==> config.mk <==
export PLATFORM = sky130hd
export DESIGN_NAME = bist_sig_analyzer
export DESIGN_NICKNAME = d
export VERILOG_FILES = /design/src/rtl/bist_sig_analyzer.sv
export SDC_FILE = /design/constraint.sdc
export NUM_CORES = 1
export LEC_CHECK = 0
export BUFFER_PORTS_ARGS = -buffer_cell sky130_fd_sc_hd__buf_2
export CAP_MARGIN = 0
export CORE_MARGIN = 8
export CORE_UTILIZATION = 40
export DETAILED_ROUTE_END_ITERATION = 8
export PLACE_DENSITY = 0.68
export SETUP_SLACK_MARGIN = 0.5
export SYNTH_ARGS = -nofsm -noshare
export SYNTH_HDL_FRONTEND = slang
export SYNTH_SLANG_ARGS = --single-unit
==> constraint.sdc <==
create_clock -name clk -period 2.3 [get_ports clk]
set_clock_uncertainty 0.1 [all_clocks]
set_input_delay 0 -clock clk [delete_from_list [all_inputs] [get_ports clk]]
set_output_delay 0 -clock clk [all_outputs]
set_load 0.05 [all_outputs]
==> src/rtl/bist_sig_analyzer.sv <==
// BIST signature analyzer: MISR compaction of circuit-under-test responses,
// session sequencing and a registered pass/fail/length verdict against GOLDEN.
module bist_sig_analyzer #(
  parameter int unsigned          WIDTH  = 16,
  parameter logic [WIDTH-1:0]     POLY   = 16'h1021,
  parameter logic [WIDTH-1:0]     SEED   = 16'h0000,
  parameter logic [WIDTH-1:0]     GOLDEN = 16'h0400,
  parameter int unsigned          NRUN   = 11
) (
  input  logic             clk,
  input  logic             reset,
  input  logic             init,
  input  logic             running,
  input  logic             finish,
  input  logic [WIDTH-1:0] cut_out,
  output logic [WIDTH-1:0] signature,
  output logic             done,
  output logic             pass,
  output logic             fail,
  output logic             len_err
);

  localparam int unsigned CW = $clog2(NRUN + 1) + 1;

  typedef enum logic [1:0] {
    IDLE    = 2'd0,
    ARMED   = 2'd1,
    COMPACT = 2'd2,
    DONE    = 2'd3
  } state_t;

  state_t            state_r, state_s;
  logic [WIDTH-1:0]  sig_r, sig_s, upd_sig_s;
  logic [CW-1:0]     cnt_r, cnt_s, upd_cnt_s;
  logic              done_r, done_s;
  logic              pass_r, pass_s;
  logic              fail_r, fail_s;
  logic              len_err_r, len_err_s;
  logic              len_bad_s;

  // One MISR step: shift left, fold the polynomial back in on carry-out, absorb the response word.
  function automatic logic [WIDTH-1:0] misr_step(input logic [WIDTH-1:0] sig,
                                                  input logic [WIDTH-1:0] din);
    misr_step = {sig[WIDTH-2:0], 1'b0} ^ (sig[WIDTH-1] ? POLY : {WIDTH{1'b0}}) ^ din;
  endfunction

  // State register.
  always_ff @(posedge clk) begin
    if (reset) begin
      state_r <= IDLE;
    end else begin
      state_r <= state_s;
    end
  end

  // Next-state logic; init wins over running/finish in every state.
  always_comb begin
    state_s = state_r;
    if (init) begin
      state_s = ARMED;
    end else begin
      case (state_r)
        ARMED: begin
          if (finish) begin
            state_s = DONE;
          end else if (running) begin
            state_s = COMPACT;
          end else begin
            state_s = ARMED;
          end
        end
        COMPACT: begin
          if (finish) begin
            state_s = DONE;
          end else begin
            state_s = COMPACT;
          end
        end
        DONE:    state_s = DONE;
        default: state_s = IDLE;
      endcase
    end
  end

  // Output/datapath next values; the verdict uses the same-cycle compaction result.
  always_comb begin
    sig_s     = sig_r;
    cnt_s     = cnt_r;
    done_s    = done_r;
    pass_s    = pass_r;
    fail_s    = fail_r;
    len_err_s = len_err_r;
    upd_sig_s = sig_r;
    upd_cnt_s = cnt_r;
    len_bad_s = 1'b0;
    if (init) begin
      sig_s     = SEED;
      cnt_s     = {CW{1'b0}};
      done_s    = 1'b0;
      pass_s    = 1'b0;
      fail_s    = 1'b0;
      len_err_s = 1'b0;
    end else begin
      case (state_r)
        ARMED, COMPACT: begin
          if (running) begin
            upd_sig_s = misr_step(sig_r, cut_out);
            upd_cnt_s = (cnt_r == {CW{1'b1}}) ? cnt_r : cnt_r + {{(CW-1){1'b0}}, 1'b1};
          end else begin
            upd_sig_s = sig_r;
            upd_cnt_s = cnt_r;
          end
          sig_s = upd_sig_s;
          cnt_s = upd_cnt_s;
          if (finish) begin
            len_bad_s = (upd_cnt_s != CW'(NRUN));
            done_s    = 1'b1;
            len_err_s = len_bad_s;
            pass_s    = (upd_sig_s == GOLDEN) && !len_bad_s;
            fail_s    = !((upd_sig_s == GOLDEN) && !len_bad_s);
          end else begin
            done_s = done_r;
          end
        end
        default: begin
          sig_s = sig_r;
        end
      endcase
    end
  end

  // Datapath and result registers.
  always_ff @(posedge clk) begin
    if (reset) begin
      sig_r     <= SEED;
      cnt_r     <= {CW{1'b0}};
      done_r    <= 1'b0;
      pass_r    <= 1'b0;
      fail_r    <= 1'b0;
      len_err_r <= 1'b0;
    end else begin
      sig_r     <= sig_s;
      cnt_r     <= cnt_s;
      done_r    <= done_s;
      pass_r    <= pass_s;
      fail_r    <= fail_s;
      len_err_r <= len_err_s;
    end
  end

  assign signature = sig_r;
  assign done      = done_r;
  assign pass      = pass_r;
  assign fail      = fail_r;
  assign len_err   = len_err_r;

endmodule
Word level (Yosys, flattened, before mapping). Cells that the tools add are included.

Flip-flop bits (word level): 27. Latch bits: 0. Bits in writable memories: 0. Memory bits (read-only): 0. Bits of input ports: 21. Output and inout port bits: 20. Memories: 0.

Add/subtract/negate cells: 1. Multiply operators: 0. Div/mod/pow operators: 0. Order comparisons: 0. Equality and inequality tests: 6. Shifts and indexed selects: 0. Muxes and demuxes: 13. Bitwise operators: 2. Reductions and logical operators: 6.

Operators by type and width (count): 16-bit 2-to-1 mux (3); 5-bit 2-to-1 mux (4); 16-bit by 11-bit == test with 1-bit output (second input constant) (1); 16-bit by 13-bit bitwise XOR with 16-bit output (1); 16-bit bitwise XOR (1); 13-bit 2-to-1 mux (1); 2-bit case mux with 3 select lines (1); 5-bit by 1-bit adder with 5-bit output (second input constant) (1); 5-bit == test (second input constant) (1); 5-bit by 4-bit != test with 1-bit output (second input constant) (1); 2-bit == test (second input constant) (2); 2-bit 2-to-1 mux (2); 2-bit OR reduction (2); 2-bit by 1-bit == test with 1-bit output (second input constant) (1); 1-bit logical NOT (2); 1-bit 2-to-1 mux (2); 2-bit AND reduction (1); 1-bit logical AND (1).

Longest topological paths before layout.
Word-level depth: 9. Gate-level depth with buffers: 8. Depth with buffers taken out: 7.

Worst setup path after synthesis. OpenSTA, ideal clock, no wires.

Path kind: register -> register. Start: register sig_r[15] (netlist: signature[15]). End: register fail_r (netlist: fail). Arrival: 1.716 ns. Data required time: 2.082 ns. Slack: 0.366 ns. Cell stages (with the launch flop): 7. Path buffers: 1. Period minus slack after synthesis: 1.934 ns. Cells stage by stage: dfxtp_1 clkbuf_1 xnor3_1 a21oi_1 nor4_1 nand4_1 nor3b_2.

Word-level cells in the longest chain between the ends: 9.

RTL lines: from (decl) (RTL line 33) `logic [WIDTH-1:0] sig_r, sig_s, upd_sig_s;`; from (signal assigned) (RTL line 142) `sig_r <= sig_s;`; 13-bit 2-to-1 mux (RTL line 44) `misr_step = {sig[WIDTH-2:0], 1'b0} ^ (sig[WIDTH-1] ? POLY : {WIDTH{1'b0}}) ^ din;`; 16-bit by 13-bit bitwise XOR with 16-bit output (RTL line 44); 16-bit bitwise XOR (RTL line 44); 16-bit 2-to-1 mux * (RTL line 106) `if (running) begin`; 16-bit 2-to-1 mux * (RTL line 104) `case (state_r)`; 16-bit 2-to-1 mux * (RTL line 96) `if (init) begin`; 16-bit by 11-bit == test with 1-bit output * (RTL line 120) `fail_s = !((upd_sig_s == GOLDEN) && !len_bad_s);`; 1-bit logical AND * (RTL line 120); 1-bit logical NOT * (RTL line 120); to (signal assigned) (RTL line 146) `fail_r <= fail_s;`; to (decl) (RTL line 37) `logic fail_r, fail_s;`.

Every way passes the cells marked *; elsewhere a longest branch is shown, timed or not. The select of a mux whose other input is x is not followed. A chain may end at the register's enable or synchronous reset.

Worst setup path in the final report.
Start: register cnt_r[0]. End: register fail_r (netlist: fail).

Word-level cells in the longest chain between the ends: 9.

RTL lines: from (decl) (RTL line 34) `logic [CW-1:0] cnt_r, cnt_s, upd_cnt_s;`; from (signal assigned) (RTL line 136) `cnt_r <= {CW{1'b0}};`; from (signal assigned) (RTL line 143) `cnt_r <= cnt_s;`; 5-bit by 1-bit adder with 5-bit output / 5-bit == test (equally long branches) (RTL line 108) `upd_cnt_s = (cnt_r == {CW{1'b1}}) ? cnt_r : cnt_r + {{(CW-1){1'b0}}, 1'b1};`; 5-bit 2-to-1 mux (RTL line 108); 5-bit 2-to-1 mux * (RTL line 106); 5-bit 2-to-1 mux * (RTL line 104); 5-bit 2-to-1 mux * (RTL line 96); 5-bit by 4-bit != test with 1-bit output * (RTL line 116) `len_bad_s = (upd_cnt_s != CW'(NRUN));`; 1-bit logical NOT * (RTL line 120); 1-bit logical AND * (RTL line 120); 1-bit logical NOT * (RTL line 120).

Marks and branches as above.

==> metrics.txt <==
P&R area growth vs syn 35.3%; proportion of layout cells with a drive suffix above 1 0.333; wirelength, routed 3.57 mm; largest net degree at the start of global routing 27; Period Utilization, post-route 0.820; RSZ-0062 raised after global routing true; clock share of power 0.292; Cells after Synth 166; hold_sp cut_out[12]; VDD IR max 0.000331 V; met3 usage 0.0455; Clock Path Buffers 2; Yosys cell types 41; global-route usage over all layers 0.122; sw frac 0.285; min-delay worst type input port to flip-flop; hold path depth 4; MaxCap Viol Count 0; starting density of the core 0.410; TNS Setup 0 ns; initial antenna violation count 0; worst reg2reg startpoint cnt_r[0]; Slew Viols, Final 0; mapped cell area 1480 µm²; via count of the routed design 1364; combinational power share 0.202; reg2reg end fail; Largest stage delay, worst path 0.50 ns; I/O pin total 41; fin crit period 1.89 ns; crit-path cells ha_4 > nand2_2 > or4b_4 > a221oi_4 > nand4_1 > nor3b_2; highest clock rate 530 MHz; Core Rows 22; Fill cells 335; global-route wire length before repair 6.13 mm; gpl congestion 0.755; final number of setup-violating endpoints 0; vias per inst 5.00; delay-heaviest family, CP simple AND/OR/NAND/NOR gates; Worst Path Buf+Inv 0; final hold vios 0; kind of critical path flip-flop to flip-flop; EDFF count, synth 0; nets@finish 252; Seq pwr share 0.506; Syn. warnings 0; Root Driver clkbuf_8; leading post-synthesis cells by cell area dfxtp_1 37%, a211oi_1 7.6%, nor2_1 7.1%; R2R depth 6; TritonCTS Buffers 3; Clock Pin Slew Worst Setup and Hold Paths 0.10 ns; die height 76.8 µm; CP Capture Type flip-flop; top-area cell type share of the netlist area 0.366; cell with the most instances after synthesis nor2_1; DRC Markers 0; internal power 0.688 mW; sequential-to-total area share from yosys stat 0.366; drt pass-1 iters 4; NetSw 0.274 mW; Yosys top cell by area dfxtp_1; core area 3610 µm²; initial DRC count 74; cell area after layout 2000 µm²; FF+latch count, synth 27; status finished clean; # diodes 0; placed cell areas 1720 µm²; Setup crit start kind flip-flop; fin util 0.554; reg2reg setup slack 0.41 ns; die area 5900 µm²; Hold EP signature[12]; Most Crowded Layer GR met2; crit path DAT 1.94 ns; post-route ant nets 0; Synth top cells by count 28 x nor2_1, 27 x dfxtp_1, 15 x a211oi_1; Worst Hold Slack 0.0537 ns; wire per inst 13.1 µm; grt met2 use 0.211; vias in the first global route 1308; Worst-Margin Slew 0.531 ns; number of port buffers 40; GR Util met1 0.143; CP max FO 5; Max H-tree Level 1; Total Power 0.962 mW; die width 76.8 µm; Leakage Power 0.870 nW; CTS tree yes; syn_area_per_cell 8.90 µm²; Overflow after GRT 0; CP Data Required Time 2.35 ns; Post-synth ARST share 0; number of clock sinks 27; ys flop type dfxtp_1; Clock Latency Late Sink 0.28 ns; Pwr Density 481 nW/µm²; DP HPWL 2.40 mm; normalized max-slew margin 0.646; syn nets 192; slowest stage cell, crit path or4b_4
-- per-layer routing --
layer | part of all wire | up-vias | wire length [µm]
met1 | 0.44 | 627 | 1580
met4 | 0.0031 | 0 | 11
met5 | 0 | - | 0
li1 | - | 703 | -
met2 | 0.50 | 32 | 1770
met3 | 0.057 | 2 | 203
-- cells in the final DEF, fill, tap and decap left out, types with 3 or more instances in the layout --
cell type / count
dlygate4sd3_1: 16
dfxtp_2: 4
nor2_1: 28
buf_2: 40
a21oi_1: 7
dfxtp_1: 21
xnor2_1: 12
ha_1: 3
xor2_1: 4
o21ai_0: 3
clkbuf_8: 3
a31oi_1: 6
nand4_1: 3
mux2i_1: 4
buf_4: 8
inv_1: 3
nor3_1: 4
nand2_1: 6
a211oi_1: 15
-- timing repair --
action	4_1_cts	5_1_grt
gates resized for setup	2	9
hold buffers	16	1
buffers inserted	2	3
endpoints found under the setup margin	2	18
pin swaps	2	5
endpoints found under the hold margin	15	1
-- power groups by stage --
stage / Combinational, mW / Sequential [mW] / Clock (mW)
floorplan: 0.0937 / 0.526 / 0
global placement: 0.164 / 0.498 / 0
detailed placement: 0.164 / 0.499 / 0
CTS: 0.186 / 0.487 / 0.290
global route: 0.213 / 0.489 / 0.318
finish: 0.194 / 0.487 / 0.281
-- how the worst max path moves through the flow --
| stage | startpoint | endpoint | slack [ns] | cells after the start |
|---|---|---|---|---|
| after floorplan | cnt_r[1] | fail | 0.50 | 6 |
| after global placement | cnt_r[1] | fail | 0.42 | 6 |
| after detailed placement | cnt_r[1] | fail | 0.36 | 6 |
| after CTS | cnt_r[0] | fail | 0.41 | 6 |
| after global routing | cnt_r[0] | fail | 0.34 | 6 |
| final | cnt_r[0] | fail | 0.41 | 6 |
-- registers in the layout, summed over array words and instances, names as in the netlist --
register	cells
cnt_r	5
done	1
fail	1
len_err	1
pass	1
signature	16
state_r	2
-- area by class of cell --
type,count,area (µm²),share of cell area
Clock buffer,3,41.3,0.0207
Clock inverter,1,6.26,0.00313
Timing Repair Buffer,65,432,0.216
Sequential cell,27,553,0.277
Multi-Input combinational cell,124,888,0.444
Inverter,5,18.8,0.00939
Tap cell,48,60.1,0.0300
-- worst min-delay path: cells and delay by family --
| kind | cells | cell delay (ns) |
|---|---|---|
| compound gates | 1 | 0.06 |
| xor+xnor | 1 | 0.14 |
| buf+inv | 1 | 0.08 |
| simple gates | 1 | 0.12 |
-- kinds of logic (layout without fill, tap and decap cells) --
family / count (synthesis) / in the layout / synth area share
fa+ha+maj: 5 / 5 / 0.0423
xor+xnor: 17 / 17 / 0.110
compound gates: 38 / 38 / 0.179
mux: 6 / 6 / 0.0423
simple gates: 58 / 58 / 0.197
buf+inv: 15 / 74 / 0.0635
flops: 27 / 27 / 0.366
-- stage by stage --
step / std cells / worst slack (ns)
floorplan: 166 / 0.504
global placement: 248 / 0.420
detailed placement: 248 / 0.364
CTS: 270 / 0.406
global route: 273 / 0.338
finish: 273 / 0.415
(Power assumes the default switching activity.)
